--- src/rtl/seg7_bcd_display_if.sv ---
// Handshake and result bundle between a requester and a seg7_bcd_display
// instance. The requester drives start/bin; the converter returns status,
// BCD digits, overflow flag and active-low segment patterns.
interface seg7_bcd_display_if #(
   parameter int WIDTH  = 8,
   parameter int DIGITS = 3
);
   logic                  start;
   logic [WIDTH-1:0]      bin;
   logic                  busy;
   logic                  done;
   logic [4*DIGITS-1:0]   bcd;
   logic                  ovf;
   logic [7*DIGITS-1:0]   seg;

   modport master (
      output start, bin,
      input  busy, done, bcd, ovf, seg
   );

   modport slave (
      input  start, bin,
      output busy, done, bcd, ovf, seg
   );
endinterface

--- src/rtl/seg7_bcd_display.sv ---
// Sequential binary-to-7-segment driver. A double-dabble engine consumes one
// input bit per clock; the final scratch is turned into BCD digits, an
// overflow flag and active-low {g..a} segment patterns with optional
// leading-zero blanking. All results are registered and held until the next
// conversion completes.
module seg7_bcd_display #(
   parameter int WIDTH    = 8,
   parameter int DIGITS   = 3,
   parameter int BLANK_LZ = 1
) (
   input  logic                clk,
   input  logic                rst,
   seg7_bcd_display_if.slave   bus
);

   // Scratch nibbles needed to hold any WIDTH-bit value in BCD.
   localparam int NIB = (WIDTH + 2) / 3 + 1;
   localparam int CW  = $clog2(WIDTH + 1);

   localparam logic [6:0] SEG_DASH  = 7'b0111111;
   localparam logic [6:0] SEG_BLANK = 7'b1111111;

   typedef enum logic [1:0] {
      IDLE  = 2'b00,
      SHIFT = 2'b01
   } state_t;

   state_t                state_reg;
   state_t                state_next;
   logic                  load;
   logic                  step;
   logic                  finish;

   logic [WIDTH-1:0]      shift_reg;
   logic [4*NIB-1:0]      scratch_reg;
   logic [4*NIB-1:0]      adj;
   logic [4*NIB:0]        scratch_full;
   logic [CW-1:0]         cnt_reg;

   logic                  done_reg;
   logic                  ovf_reg;
   logic [4*DIGITS-1:0]   bcd_reg;
   logic [7*DIGITS-1:0]   seg_reg;

   logic                  ovf_calc;
   logic [4*DIGITS-1:0]   bcd_calc;
   logic [7*DIGITS-1:0]   seg_calc;
   logic [3:0]            dig [DIGITS];
   logic [DIGITS-1:0]     lz_blank;
   logic                  lz_nz;

   // Decimal digit to active-low gfedcba pattern.
   function automatic logic [6:0] seg_of(input logic [3:0] d);
      case (d)
         4'd0:    seg_of = 7'b1000000;
         4'd1:    seg_of = 7'b1111001;
         4'd2:    seg_of = 7'b0100100;
         4'd3:    seg_of = 7'b0110000;
         4'd4:    seg_of = 7'b0011001;
         4'd5:    seg_of = 7'b0010010;
         4'd6:    seg_of = 7'b0000010;
         4'd7:    seg_of = 7'b1111000;
         4'd8:    seg_of = 7'b0000000;
         4'd9:    seg_of = 7'b0010000;
         default: seg_of = SEG_BLANK;
      endcase
   endfunction

   // Add-3 correction on every scratch nibble that would overflow when doubled.
   generate
      for (genvar gi = 0; gi < NIB; gi++) begin : g_adj
         assign adj[4*gi +: 4] = (scratch_reg[4*gi +: 4] >= 4'd5)
                                 ? scratch_reg[4*gi +: 4] + 4'd3
                                 : scratch_reg[4*gi +: 4];
      end
   endgenerate

   // Shifted scratch; the extra top bit is always zero for a correctly sized
   // scratch but is folded into the overflow flag so nothing is left dangling.
   assign scratch_full = {adj, shift_reg[WIDTH-1]};

   // Displayed digits come from the low scratch nibbles, zero-padded when the
   // display is wider than the scratch.
   generate
      for (genvar gi = 0; gi < DIGITS; gi++) begin : g_dig
         if (gi < NIB) begin : g_src
            assign dig[gi] = scratch_full[4*gi +: 4];
         end else begin : g_pad
            assign dig[gi] = 4'd0;
         end
         assign bcd_calc[4*gi +: 4] = dig[gi];
         assign seg_calc[7*gi +: 7] = ovf_calc      ? SEG_DASH  :
                                      lz_blank[gi]  ? SEG_BLANK :
                                                      seg_of(dig[gi]);
      end

      if (NIB > DIGITS) begin : g_ovf
         assign ovf_calc = |scratch_full[4*NIB:4*DIGITS];
      end else begin : g_no_ovf
         assign ovf_calc = scratch_full[4*NIB];
      end
   endgenerate

   // Blank each digit above the most significant nonzero one; units never blank.
   always_comb begin
      lz_blank = '0;
      lz_nz    = 1'b0;
      for (int i = DIGITS - 1; i >= 0; i--) begin
         if (dig[i] != 4'd0) begin
            lz_nz = 1'b1;
         end
         lz_blank[i] = (BLANK_LZ != 0) && (i != 0) && !lz_nz;
      end
   end

   // FSM state register.
   always_ff @(posedge clk or posedge rst) begin
      if (rst) begin
         state_reg <= IDLE;
      end else begin
         state_reg <= state_next;
      end
   end

   // FSM next-state and datapath strobes.
   always_comb begin
      state_next = state_reg;
      load       = 1'b0;
      step       = 1'b0;
      finish     = 1'b0;
      case (state_reg)
         IDLE: begin
            if (bus.start) begin
               load       = 1'b1;
               state_next = SHIFT;
            end
         end
         SHIFT: begin
            step = 1'b1;
            if (cnt_reg == CW'(1)) begin
               finish     = 1'b1;
               state_next = IDLE;
            end
         end
         default: begin
            state_next = IDLE;
         end
      endcase
   end

   // Conversion engine and result registers.
   always_ff @(posedge clk or posedge rst) begin
      if (rst) begin
         shift_reg   <= '0;
         scratch_reg <= '0;
         cnt_reg     <= '0;
         done_reg    <= 1'b0;
         ovf_reg     <= 1'b0;
         bcd_reg     <= '0;
         seg_reg     <= '1;
      end else begin
         done_reg <= finish;
         if (load) begin
            shift_reg   <= bus.bin;
            scratch_reg <= '0;
            cnt_reg     <= CW'(WIDTH);
         end
         if (step) begin
            shift_reg   <= {shift_reg[WIDTH-2:0], 1'b0};
            scratch_reg <= scratch_full[4*NIB-1:0];
            cnt_reg     <= cnt_reg - CW'(1);
         end
         if (finish) begin
            bcd_reg <= bcd_calc;
            ovf_reg <= ovf_calc;
            seg_reg <= seg_calc;
         end
      end
   end

   assign bus.busy = (state_reg == SHIFT);
   assign bus.done = done_reg;
   assign bus.bcd  = bcd_reg;
   assign bus.ovf  = ovf_reg;
   assign bus.seg  = seg_reg;

endmodule

--- src/flat_wrapper.sv ---
// flat-port wrapper written by rule: the top's interface ports become plain ports
module seg7_bcd_display_flat 
#(
   parameter int WIDTH    = 8,
   parameter int DIGITS   = 3,
   parameter int BLANK_LZ = 1
)
  (clk, rst, bus_start, bus_bin, bus_busy, bus_done, bus_bcd, bus_ovf, bus_seg);
  seg7_bcd_display_if #(.WIDTH(WIDTH), .DIGITS(DIGITS)) bus_i ();
  input  logic clk;
  input  logic rst;
  input wire logic [$bits(bus_i.start)-1:0] bus_start;
  input wire logic [$bits(bus_i.bin)-1:0] bus_bin;
  output wire logic [$bits(bus_i.busy)-1:0] bus_busy;
  output wire logic [$bits(bus_i.done)-1:0] bus_done;
  output wire logic [$bits(bus_i.bcd)-1:0] bus_bcd;
  output wire logic [$bits(bus_i.ovf)-1:0] bus_ovf;
  output wire logic [$bits(bus_i.seg)-1:0] bus_seg;
  assign bus_i.start = bus_start;
  assign bus_i.bin = bus_bin;
  assign bus_busy = bus_i.busy;
  assign bus_done = bus_i.done;
  assign bus_bcd = bus_i.bcd;
  assign bus_ovf = bus_i.ovf;
  assign bus_seg = bus_i.seg;
  seg7_bcd_display #(.WIDTH(WIDTH), .DIGITS(DIGITS), .BLANK_LZ(BLANK_LZ)) u_core (.clk(clk), .rst(rst), .bus(bus_i));
endmodule
--- config.mk ---
export PLATFORM = sky130hd
export DESIGN_NAME = seg7_bcd_display_flat
export DESIGN_NICKNAME = d
export VERILOG_FILES = /design/src/rtl/seg7_bcd_display_if.sv /design/src/rtl/seg7_bcd_display.sv /design/src/flat_wrapper.sv
export SDC_FILE = /design/constraint.sdc
export NUM_CORES = 1
export LEC_CHECK = 0
export BUFFER_PORTS_ARGS = -buffer_cell sky130_fd_sc_hd__buf_2
export CORE_MARGIN = 2
export CORE_UTILIZATION = 55
export CTS_BUF_LIST = sky130_fd_sc_hd__clkbuf_4
export CTS_CLUSTER_DIAMETER = 30
export DETAILED_ROUTE_END_ITERATION = 16
export GPL_TIMING_DRIVEN = 0
export HOLD_SLACK_MARGIN = 0.06
export PLACE_DENSITY = 0.76
export SYNTH_ARGS = -nofsm -noshare
export SYNTH_HDL_FRONTEND = slang
export SYNTH_SLANG_ARGS = --single-unit
--- constraint.sdc ---
create_clock -name clk -period 3.4 [get_ports clk]
set_clock_uncertainty 0.2 [all_clocks]
set_input_delay 0.17 -clock clk [delete_from_list [all_inputs] [get_ports clk]]
set_output_delay 0.17 -clock clk [all_outputs]
set_load 0.02 [all_outputs]
==> flow_metrics.tcl <==
set metrics [dict create \
    outcome "complete, no violations" \
    cts_max_path_buffers 2 \
    tightest_slew_ns 0.629 \
    die_width_microns 86.7 \
    r2r_slack_ns 0.26 \
    holdWs_ns 0.0713 \
    largest_reg_flops 21 \
    syn_nets 446 \
    cts_made_buffers 9 \
    synth_ff_type "dfrtp_1" \
    crit_slowest_cell "xnor2_1" \
    ir_worst_vdd_v 0.000445 \
    antenna_found_initial 0 \
    clock_latency_ns 0.42 \
    cts_tree "done" \
    cp_data_required_time_ns 3.53 \
    max_cap_viol_count 0 \
    slew_headroom 0.580 \
    setup_violations 0 \
    path_max_fanout 8 \
    post-route-drc-count 0 \
    avgViaCountPerCell 5.69 \
    cpPeakStageDelay_ns 0.49 \
    area_delta_synth_final_pct 16.7 \
    rows 30 \
    crit_arrival_ns 3.27 \
    hold_path.class "in2reg" \
    post-route-period-util 0.923 \
    wirelength_mm 8.72 \
    critPathLaunch "u_core.scratch_reg[9]$_DFFE_PP0P_" \
    clock_sinks 64 \
    rsz0062_at_grt "no" \
    clk_pin_slew_ns 0.10 \
    dieHeight_microns 86.7 \
    ys_async_sr_fraction 1.00 \
    worst_r2r_endpoint "u_core.bus.seg[8]$_DFFE_PP1P_" \
    ys.warnings.count 0 \
    insertedDiodeCount 0 \
    start_util 0.560 \
    synth.distinct_cells 63 \
    core_sq_mm 0.00672 \
    overflow 0 \
    grt_pass1_vias 3012 \
    endpoint "u_core.bus.seg[8]$_DFFE_PP1P_" \
    finalHoldViolations 0 \
    syn_area_sq_mm 0.00376 \
    crit_top_cell "inv_1" \
    drt.antenna.violating_nets 0 \
    design.die.area_sq_mm 0.00752 \
    p_leak_nw 1.97 \
    slew_violations 0 \
    r2r_start "u_core.scratch_reg[9]$_DFFE_PP0P_" \
    pin_count 47 \
    root_buffer "clkbuf_4" \
    grt_use_total 0.246 \
    dpl-instance-area_sq_mm 0.00411 \
    grt_pass1_wl_mm 14.6 \
    finalPower_w 0.00515 \
    min_period_ns 3.14 \
    dpl.hpwl_mm 6.42 \
    rr_worst_depth 13 \
    path_cells "inv_1, ha_1, nand2b_1, buf_6, a21oi_1, xnor2_1, inv_1, ha_1, inv_1, a221oi_2, o2111ai_1, o21a_1, a31oi_1" \
    synth_edf_count 0 \
    finish.utilization 0.653 \
    io_buffers 45 \
    fmax_mhz 319 \
    cts_resized 0 \
    ys_seq_area_frac 0.433 \
    criticalPathCategory "reg2reg" \
    finalSetupTns_ns 0 \
    gp_congestion 0.917 \
    final_nets 513 \
    fin_area_sq_mm 0.00439 \
    dr.pass1.iters 4 \
    syn_area_per_cell_sq_um 9.13 \
    detail_route.wl_per_cell_microns 15.5 \
    cp-start-kind "flip-flop" \
    htreeDepth 3 \
    drive_gt1_frac 0.217 \
    worstSetupEndpointType "flip-flop" \
    drt-initial-drc-count 241 \
    powerDensity_mw_per_mm2 1170 \
    post_cts_buffers 0 \
    synth_cells 412 \
    vias 3208 \
    grt_max_degree 39 \
    nFillCells 590 \
    synth-seq-cells 64 \
]
## power by group
| part | leakage, nW | total [W] | switching [W] | internal (W) |
|---|---|---|---|---|
| combinational | 1.11 | 0.00310 | 0.00192 | 0.00118 |
| sequential | 0.761 | 0.00139 | 0.000226 | 0.00117 |
| clock | 0.0964 | 0.000660 | 0.000282 | 0.000378 |
## cell usage in the layout (no fill, tap or decap), drive strengths merged, types with 4 or more instances in the layout
cell type / instances
a21oi: 19
o31ai: 6
mux2i: 9
or3: 6
o211ai: 4
o22ai: 10
inv: 21
dfstp: 21
clkbuf: 28
ha: 23
nor3: 6
o21ai: 34
a211oi: 6
dlygate4sd3: 10
nand2b: 6
xnor2: 5
o2111ai: 4
dfrtp: 43
nand2: 62
a31oi: 12
buf: 56
nor2: 29
## synth_stat cells (5+ instances only)
master | number | share of area
dfrtp_1 | 43 | 0.29
nor2_1 | 28 | 0.028
o22ai_1 | 10 | 0.017
o31ai_1 | 6 | 0.012
o21ai_0 | 23 | 0.031
xnor2_1 | 5 | 0.012
a21oi_1 | 18 | 0.024
mux2i_1 | 9 | 0.024
a31oi_1 | 12 | 0.020
o21ai_1 | 11 | 0.015
inv_1 | 19 | 0.019
clkbuf_1 | 18 | 0.018
ha_1 | 23 | 0.077
dfstp_2 | 21 | 0.15
nor3_1 | 6 | 0.0080
nand2b_1 | 6 | 0.010
nand2_1 | 62 | 0.062
or3_1 | 6 | 0.010
buf_2 | 8 | 0.011
## worst min path at each step
stage	start	end	slack (ns)	cells after the start
after global routing	bus_start	u_core.shift_reg[7]$_DFFE_PP0P_	0.1	3
after detailed placement	rst	u_core.bus.bcd[0]$_DFFE_PP0P_	0.07	2
after CTS	bus_start	u_core.shift_reg[6]$_DFFE_PP0P_	0.06	3
after floorplan	bus_bin[0]	u_core.shift_reg[0]$_DFFE_PP0P_	0.13	2
after global placement	bus_bin[0]	u_core.shift_reg[0]$_DFFE_PP0P_	0.22	3
final	bus_start	u_core.shift_reg[6]$_DFFE_PP0P_	0.07	3
## per-stage QoR
stage	worst slack (ns)	std cells
after floorplan	0.780	412
after global placement	0.437	537
after detailed placement	0.384	538
after CTS	0.346	564
after global routing	0.0998	564
final	0.260	564
## metal layers
| layer | vias up | track usage | routed length [microns] |
|---|---|---|---|
| li1 | 1610 | - | - |
| met1 | 1509 | 0.338 | 4200 |
| met2 | 80 | 0.400 | 4040 |
| met3 | 9 | 0.0352 | 357 |
| met4 | 0 | 0.0838 | 116 |
| met5 | - | 0 | 0 |
## cell type report
class                   count  area, sq um  area share
plain buffers              28          130      0.0296
clock buffers              10         75.1      0.0171
clock inverters             6          108      0.0245
inverters                  21         78.8      0.0180
multi-input cells         299         1920       0.438
flip-flops and latches     64         1630       0.371
well taps                  80          100      0.0228
repair buffers             56          345      0.0787
## repair_timing
action	4_1_cts	5_1_grt
hold buffers	10	0
endpoints found under the setup margin	0	0
endpoints found under the hold margin	38	0
## critical path: cells and delay by family, from the launching register on
kind	cells	cell delay, ns
AO/OA/AOI/OAI	5	0.71
buffers and inverters	4	0.57
adder cells (fa/ha/maj)	2	0.51
XOR/XNOR	1	0.49
flip-flops	1	0.46
AND/OR/NAND/NOR	1	0.11
## logic make-up after synthesis
| kind of cell | synth area share |
|---|---|
| xor+xnor | 0.0116 |
| simple gates | 0.165 |
| compound gates | 0.226 |
| flops | 0.433 |
| buf+inv | 0.0556 |
| mux | 0.0329 |
| fa+ha+maj | 0.0765 |
No activity file was read; power rests on OpenSTA's default activity.
